## config.mk

```make
export PLATFORM = sky130hd
export DESIGN_NAME = muldiv_seq
export DESIGN_NICKNAME = d
export VERILOG_FILES = /design/src/rtl/muldiv_seq.sv
export SDC_FILE = /design/constraint.sdc
export NUM_CORES = 1
export LEC_CHECK = 0
export CAP_MARGIN = 20
export CORE_MARGIN = 2
export CORE_UTILIZATION = 50
export CTS_CLUSTER_SIZE = 20
export DETAILED_ROUTE_END_ITERATION = 10
export GPL_TIMING_DRIVEN = 0
export PLACE_DENSITY = 0.78
export SYNTH_ARGS = -nofsm -noshare
export SYNTH_HDL_FRONTEND = slang
export SYNTH_SLANG_ARGS = --single-unit
export TNS_END_PERCENT = 100
```

## constraint.sdc

```tcl
create_clock -name clk_i -period 6.25 [get_ports clk_i]
set_clock_uncertainty 0.1 [all_clocks]
set_input_delay 1.25 -clock clk_i [delete_from_list [all_inputs] [get_ports clk_i]]
set_output_delay 1.25 -clock clk_i [all_outputs]
set_load 0.03 [all_outputs]
```

## src/rtl/muldiv_seq.sv

```systemverilog
// Iterative RV32M multiply/divide unit: MUL/MULH/MULHSU/MULHU/DIV/DIVU/REM/REMU.
// Latency: fixed 34 edges from accept to result-valid pulse (32 CALC + FIX + DONE).
// Backpressure: md_ready_o low while busy; one operation held; flush aborts silently.
module muldiv_seq (
  input  logic        clk_i,
  input  logic        rst_n_i,
  input  logic        md_valid_i,
  input  logic [2:0]  md_op_i,
  input  logic [31:0] md_data1_i,
  input  logic [31:0] md_data2_i,
  input  logic        md_flush_i,
  output logic        md_ready_o,
  output logic        md_valid_o,
  output logic [31:0] md_result_o
);

  typedef enum logic [1:0] {
    S_IDLE = 2'd0,
    S_CALC = 2'd1,
    S_FIX  = 2'd2,
    S_DONE = 2'd3
  } state_t;

  localparam logic [2:0] OP_MUL    = 3'b000;
  localparam logic [2:0] OP_MULH   = 3'b001;
  localparam logic [2:0] OP_MULHSU = 3'b010;
  localparam logic [2:0] OP_DIV    = 3'b100;
  localparam logic [2:0] OP_REM    = 3'b110;

  state_t      state_q, state_d;
  logic [4:0]  cnt_q;
  logic [2:0]  op_q;
  logic        neg_a_q, neg_b_q;
  logic        div0_q, ovf_q;
  logic [31:0] dividend_q;
  logic [31:0] mag_a_q, mag_b_q;
  // Multiply: {product_hi, multiplier}. Divide: {partial remainder, dividend/quotient}.
  logic [63:0] acc_q;
  logic [31:0] result_q;

  logic        accept;
  logic        last_iter;

  // Operand decode at accept time: signedness, negativity and magnitudes
  logic        sgn_a, sgn_b;
  logic        neg_a, neg_b;
  logic [31:0] mag_a, mag_b;
  logic        div0, ovf;

  // Per-iteration datapath
  logic [32:0] add_sum;
  logic [32:0] shifted;
  logic [32:0] trial;
  logic        trial_ge;
  logic [63:0] acc_step;

  // Sign correction / special-case datapath
  logic [63:0] prod_fix;
  logic [31:0] quo, rem;
  logic [31:0] quo_fix, rem_fix;
  logic [31:0] fix_result;

  assign accept    = (state_q == S_IDLE) && md_valid_i && !md_flush_i;
  assign last_iter = (cnt_q == 5'd31);

  // Classify operands of the incoming request
  always_comb begin
    sgn_a = (md_op_i == OP_MULH) || (md_op_i == OP_MULHSU) ||
            (md_op_i == OP_DIV)  || (md_op_i == OP_REM);
    sgn_b = (md_op_i == OP_MULH) || (md_op_i == OP_DIV) || (md_op_i == OP_REM);
    neg_a = sgn_a && md_data1_i[31];
    neg_b = sgn_b && md_data2_i[31];
    mag_a = neg_a ? (~md_data1_i + 32'd1) : md_data1_i;
    mag_b = neg_b ? (~md_data2_i + 32'd1) : md_data2_i;
    div0  = (md_data2_i == 32'd0);
    // Only DIV/REM (op[2]=1, op[0]=0) can overflow
    ovf   = md_op_i[2] && !md_op_i[0] &&
            (md_data1_i == 32'h8000_0000) && (md_data2_i == 32'hFFFF_FFFF);
  end

  // One radix-2 step: shift-add for multiply, restoring trial subtract for divide
  always_comb begin
    add_sum  = {1'b0, acc_q[63:32]} + (acc_q[0] ? {1'b0, mag_a_q} : 33'd0);
    shifted  = {acc_q[63:32], acc_q[31]};
    trial    = shifted - {1'b0, mag_b_q};
    // A set top bit means shifted exceeds any 32-bit divisor; otherwise bit 32 is the borrow
    trial_ge = shifted[32] || !trial[32];
    acc_step = {add_sum, acc_q[31:1]};
    if (op_q[2]) begin
      if (trial_ge) begin
        acc_step = {trial[31:0], acc_q[30:0], 1'b1};
      end else begin
        acc_step = {shifted[31:0], acc_q[30:0], 1'b0};
      end
    end
  end

  // Final sign correction, special cases and result word selection
  always_comb begin
    prod_fix = (neg_a_q ^ neg_b_q) ? (~acc_q + 64'd1) : acc_q;
    quo      = acc_q[31:0];
    rem      = acc_q[63:32];
    quo_fix  = (neg_a_q ^ neg_b_q) ? (~quo + 32'd1) : quo;
    rem_fix  = neg_a_q ? (~rem + 32'd1) : rem;
    if (div0_q) begin
      quo_fix = 32'hFFFF_FFFF;
      rem_fix = dividend_q;
    end else if (ovf_q) begin
      quo_fix = 32'h8000_0000;
      rem_fix = 32'd0;
    end
    if (op_q[2]) begin
      fix_result = op_q[1] ? rem_fix : quo_fix;
    end else begin
      fix_result = (op_q[1:0] == 2'b00) ? prod_fix[31:0] : prod_fix[63:32];
    end
  end

  // State register
  always_ff @(posedge clk_i or negedge rst_n_i) begin
    if (!rst_n_i) begin
      state_q <= S_IDLE;
    end else begin
      state_q <= state_d;
    end
  end

  // Next-state and status outputs, decoded from registered state only
  always_comb begin
    state_d    = state_q;
    md_ready_o = (state_q == S_IDLE);
    md_valid_o = (state_q == S_DONE);
    if (md_flush_i) begin
      state_d = S_IDLE;
    end else begin
      case (state_q)
        S_IDLE: if (md_valid_i) state_d = S_CALC;
        S_CALC: if (last_iter) state_d = S_FIX;
        S_FIX:  state_d = S_DONE;
        S_DONE: state_d = S_IDLE;
        default: state_d = S_IDLE;
      endcase
    end
  end

  // Operand capture on accept and iteration during CALC
  always_ff @(posedge clk_i or negedge rst_n_i) begin
    if (!rst_n_i) begin
      cnt_q      <= 5'd0;
      op_q       <= 3'd0;
      neg_a_q    <= 1'b0;
      neg_b_q    <= 1'b0;
      div0_q     <= 1'b0;
      ovf_q      <= 1'b0;
      dividend_q <= 32'd0;
      mag_a_q    <= 32'd0;
      mag_b_q    <= 32'd0;
      acc_q      <= 64'd0;
    end else if (accept) begin
      cnt_q      <= 5'd0;
      op_q       <= md_op_i;
      neg_a_q    <= neg_a;
      neg_b_q    <= neg_b;
      div0_q     <= div0;
      ovf_q      <= ovf;
      dividend_q <= md_data1_i;
      mag_a_q    <= mag_a;
      mag_b_q    <= mag_b;
      acc_q      <= {32'd0, (md_op_i[2] ? mag_a : mag_b)};
    end else if ((state_q == S_CALC) && !md_flush_i) begin
      cnt_q <= cnt_q + 5'd1;
      acc_q <= acc_step;
    end
  end

  // Result register: updated only when FIX completes without a flush
  always_ff @(posedge clk_i or negedge rst_n_i) begin
    if (!rst_n_i) begin
      result_q <= 32'd0;
    end else if ((state_q == S_FIX) && !md_flush_i) begin
      result_q <= fix_result;
    end
  end

  assign md_result_o = result_q;

endmodule

```

==> summary.md <==
| Metric | Value |
|---|---|
| Status | finished clean |
| Largest area contributor in the netlist | dfrtp_1 |
| Post-CTS Hold Buffers | 0 |
| Top post-synthesis cells by area | dfrtp_1 30%, nand2_1 7.2%, o21ai_0 7.2%, xnor2_1 6.3%, ha_1 5.5% |
| Switching part of the total power | 0.538 |
| Area delta synth->final | 14.4% |
| Hold Crit Class | flip-flop to flip-flop |
| Area of the core | 33700 sq um |
| Starting density of the core | 0.511 |
| Die Ht | 190 um |
| Internal power | 5.65 mW |
| P_sw | 6.59 mW |
| Routed vias/inst | 6.70 |
| RSZ-0062 raised after global routing | no |
| Critical path required time | 6.53 ns |
| Vias in the first global route | 17900 |
| Antenna Nets Post-Route | 0 |
| Number of resized instances in the post-cts repair step | 0 |
| Nets | 2512 |
| Setup violators final | 0 |
| Post-place setup slack | 0.884 ns |
| Post-Syn Nets | 2379 |
| Sequential share of power | 0.207 |
| Synthesis Warnings | 0 |
| Via count | 19000 |
| Initial DRT Pass Iterations | 6 |
| Crit Path Class | flip-flop to flip-flop |
| Final WL | 78900 um |
| Post-synthesis cell area | 17200 sq um |
| I/O pin cnt | 105 |
| Post-synth top area share | 0.298 |
| Worst-margin pin slew | 1.34 ns |
| Final setup TNS | 0 ns |
| CTS tree | done |
| Total setup buffers inserted after CTS | 0 |
| EDFF count, synth | 0 |
| Drt wl/cell | 27.9 um |
| Final std cells w/o fill | 2828 |
| Syn Inst Count | 2231 |
| Ant. Diodes | 0 |
| Die X | 190 um |
| Top-count cell post-synth | nand2_1 |
| Final Hold Fails | 0 |
| Setup ws final | 0.489 ns |
| Row cnt | 67 |
| Worst-path maximum fanout | 10 |
| Residual DRC | 0 |
| H-tree levels | 1 |
| Setup crit end kind | flip-flop |
| Syn Area/Cell | 7.72 sq um |
| DP Cell Count | 2784 |
| GRT overflow | 0 |
| P_leak | 8.27 nW |
| Sinks on Clock Net | 205 |
| DRT iter0 DRCs | 2590 |
| Worst hold slack | 0.374 ns |
| Clock period minus worst slack | 5.76 ns |
| CP startpoint kind | flip-flop |
| CTS Buf Count | 25 |
| Top_reg_cell synth | dfrtp_1 |
| Max VDD drop | 0.439 mV |
| Period utilization | 0.922 |
| Final Core Density | 0.584 |
| Clk pwr share | 0.124 |
| Yosys reg bits | 205 |
| Bufs on Longest Clock Path | 3 |
| Worst endpoint data arrival time | 6.04 ns |
| Gr usage total | 0.434 |
| Worst-path clk slew | 0.06 ns |
| Final Max Tran Viols | 0 |
| Commonest cells post-synth | 331 x nand2_1, 248 x o21ai_0, 205 x dfrtp_1 |
| Post-DP HPWL | 61900 um |
| Port Buffers | 103 |
| Share of cells above drive strength 1 | 0.0349 |
| Initial antenna violation count | 0 |
| Worst skew pair latency | 0.57 ns |
| Comb power frac | 0.669 |
| Fmax | 0.174 GHz |
| Max_slew headroom | 0.0983 |
| Post-synth cell types | 75 |
| GPL Wtd Cong | 1.06 |
| Global-route wire length before repair | 115000 um |
| Seq/Total Area, Yosys | 0.298 |
| Power per standard cell area | 622 nW/um^2 |
| Largest net degree at the start of global routing | 78 |
| Max-cap violations | 0 |
| Die area | 35900 sq um |
| Fraction of registers with async set/reset | 1.00 |
| Root buf cell | clkbuf_16 |
==> power groups by stage <==
| stage | sequential (mW) | combinational [mW] | clock (mW) |
|---|---|---|---|
| after floorplan | 2.45 | 5.22 | 0 |
| after global placement | 2.50 | 7.76 | 0 |
| after detailed placement | 2.51 | 7.85 | 0 |
| after CTS | 2.50 | 7.90 | 1.50 |
| after global routing | 2.58 | 8.75 | 1.54 |
| final | 2.53 | 8.19 | 1.51 |
==> cell families after synthesis <==
logic type	after synthesis	synth area share
and+or+nand+nor	756	0.201
AOI/OAI and AO/OA	716	0.259
buffers and inverters	218	0.0487
xor gates and xnor gates	205	0.104
DFF	205	0.298
adders and majority gates	77	0.0568
muxes	54	0.0318
==> cell usage in the layout, fill, tap and decap left out, types with 75 or more instances in the layout <==
cell and n:
nand2_1 331, xnor2_1 123, dfrtp_1 205, a21oi_1 178, nor2_1 167, clkbuf_1 136
xor2_1 82, clkdlybuf4s50_1 102, ha_1 75, o21ai_0 248
==> area by class of cell <==
cell class	count	area, sq um
Buffer	154	598
Clock buffer	36	727
Multi-Input combinational cell	1808	11200
Timing Repair Buffer	106	1100
Tap cell	448	561
Sequential cell	205	5130
Inverter	64	240
Fill cell	3196	14000
Clock inverter	7	88.8
==> per-layer routing <==
layer / global-route usage / vias up / routed length (um)
li1: - / 8241 / -
met1: 0.602 / 9104 / 32000
met2: 0.631 / 1352 / 32400
met3: 0.112 / 261 / 9970
met4: 0.201 / 0 / 4510
met5: 0 / - / 0
==> through the flow <==
| stage | instance area [sq um] | power [mW] |
|---|---|---|
| 6_report | 19700 | 12.2 |
| 5_1_grt | 19700 | 12.9 |
| 4_1_cts | 19700 | 11.9 |
| 3_5_place_dp | 18900 | 10.4 |
| 3_3_place_gp | 18800 | 10.3 |
| 2_1_floorplan | 17200 | 7.67 |
==> worst paths after layout <==
check | startpoint | to | slack (ns) | cells after the start
min | mag_a_q[6]$_DFFE_PN0P_ | mag_a_q[6]$_DFFE_PN0P_ | 0.37 | 2
max reg2reg | acc_q[31]$_DFFE_PN0P_ | acc_q[36]$_DFFE_PN0P_ | 0.49 | 12
min reg2reg | mag_a_q[6]$_DFFE_PN0P_ | mag_a_q[6]$_DFFE_PN0P_ | 0.37 | 2
max | acc_q[31]$_DFFE_PN0P_ | acc_q[36]$_DFFE_PN0P_ | 0.49 | 12
min in group asynchronous | rst_n_i | mag_b_q[11]$_DFFE_PN0P_ | 0.51 | 1
max in group asynchronous | rst_n_i | dividend_q[24]$_DFFE_PN0P_ | 4.33 | 3
==> state kept, by name, indices dropped and copies added, names as in the netlist, 2 cells and up <==
name,count
state_q,2
cnt_q,5
mag_a_q,31
op_q,3
mag_b_q,32
md_result_o,32
acc_q,64
dividend_q,32
==> critical path: stages, from the launching register on <==
cell and delay (ns):
dfrtp_1 0.62, inv_1 0.34, ha_1 0.34, fa_1 0.43
nand2b_1 0.19, a21oi_1 0.39, o21bai_1 0.28, a2111oi_0 0.79
o21ai_1 0.33, o31ai_4 0.63, clkbuf_1 0.75, mux2i_1 0.26
a21oi_1 0.10
Note: power is estimated with default switching activity, not from simulation.
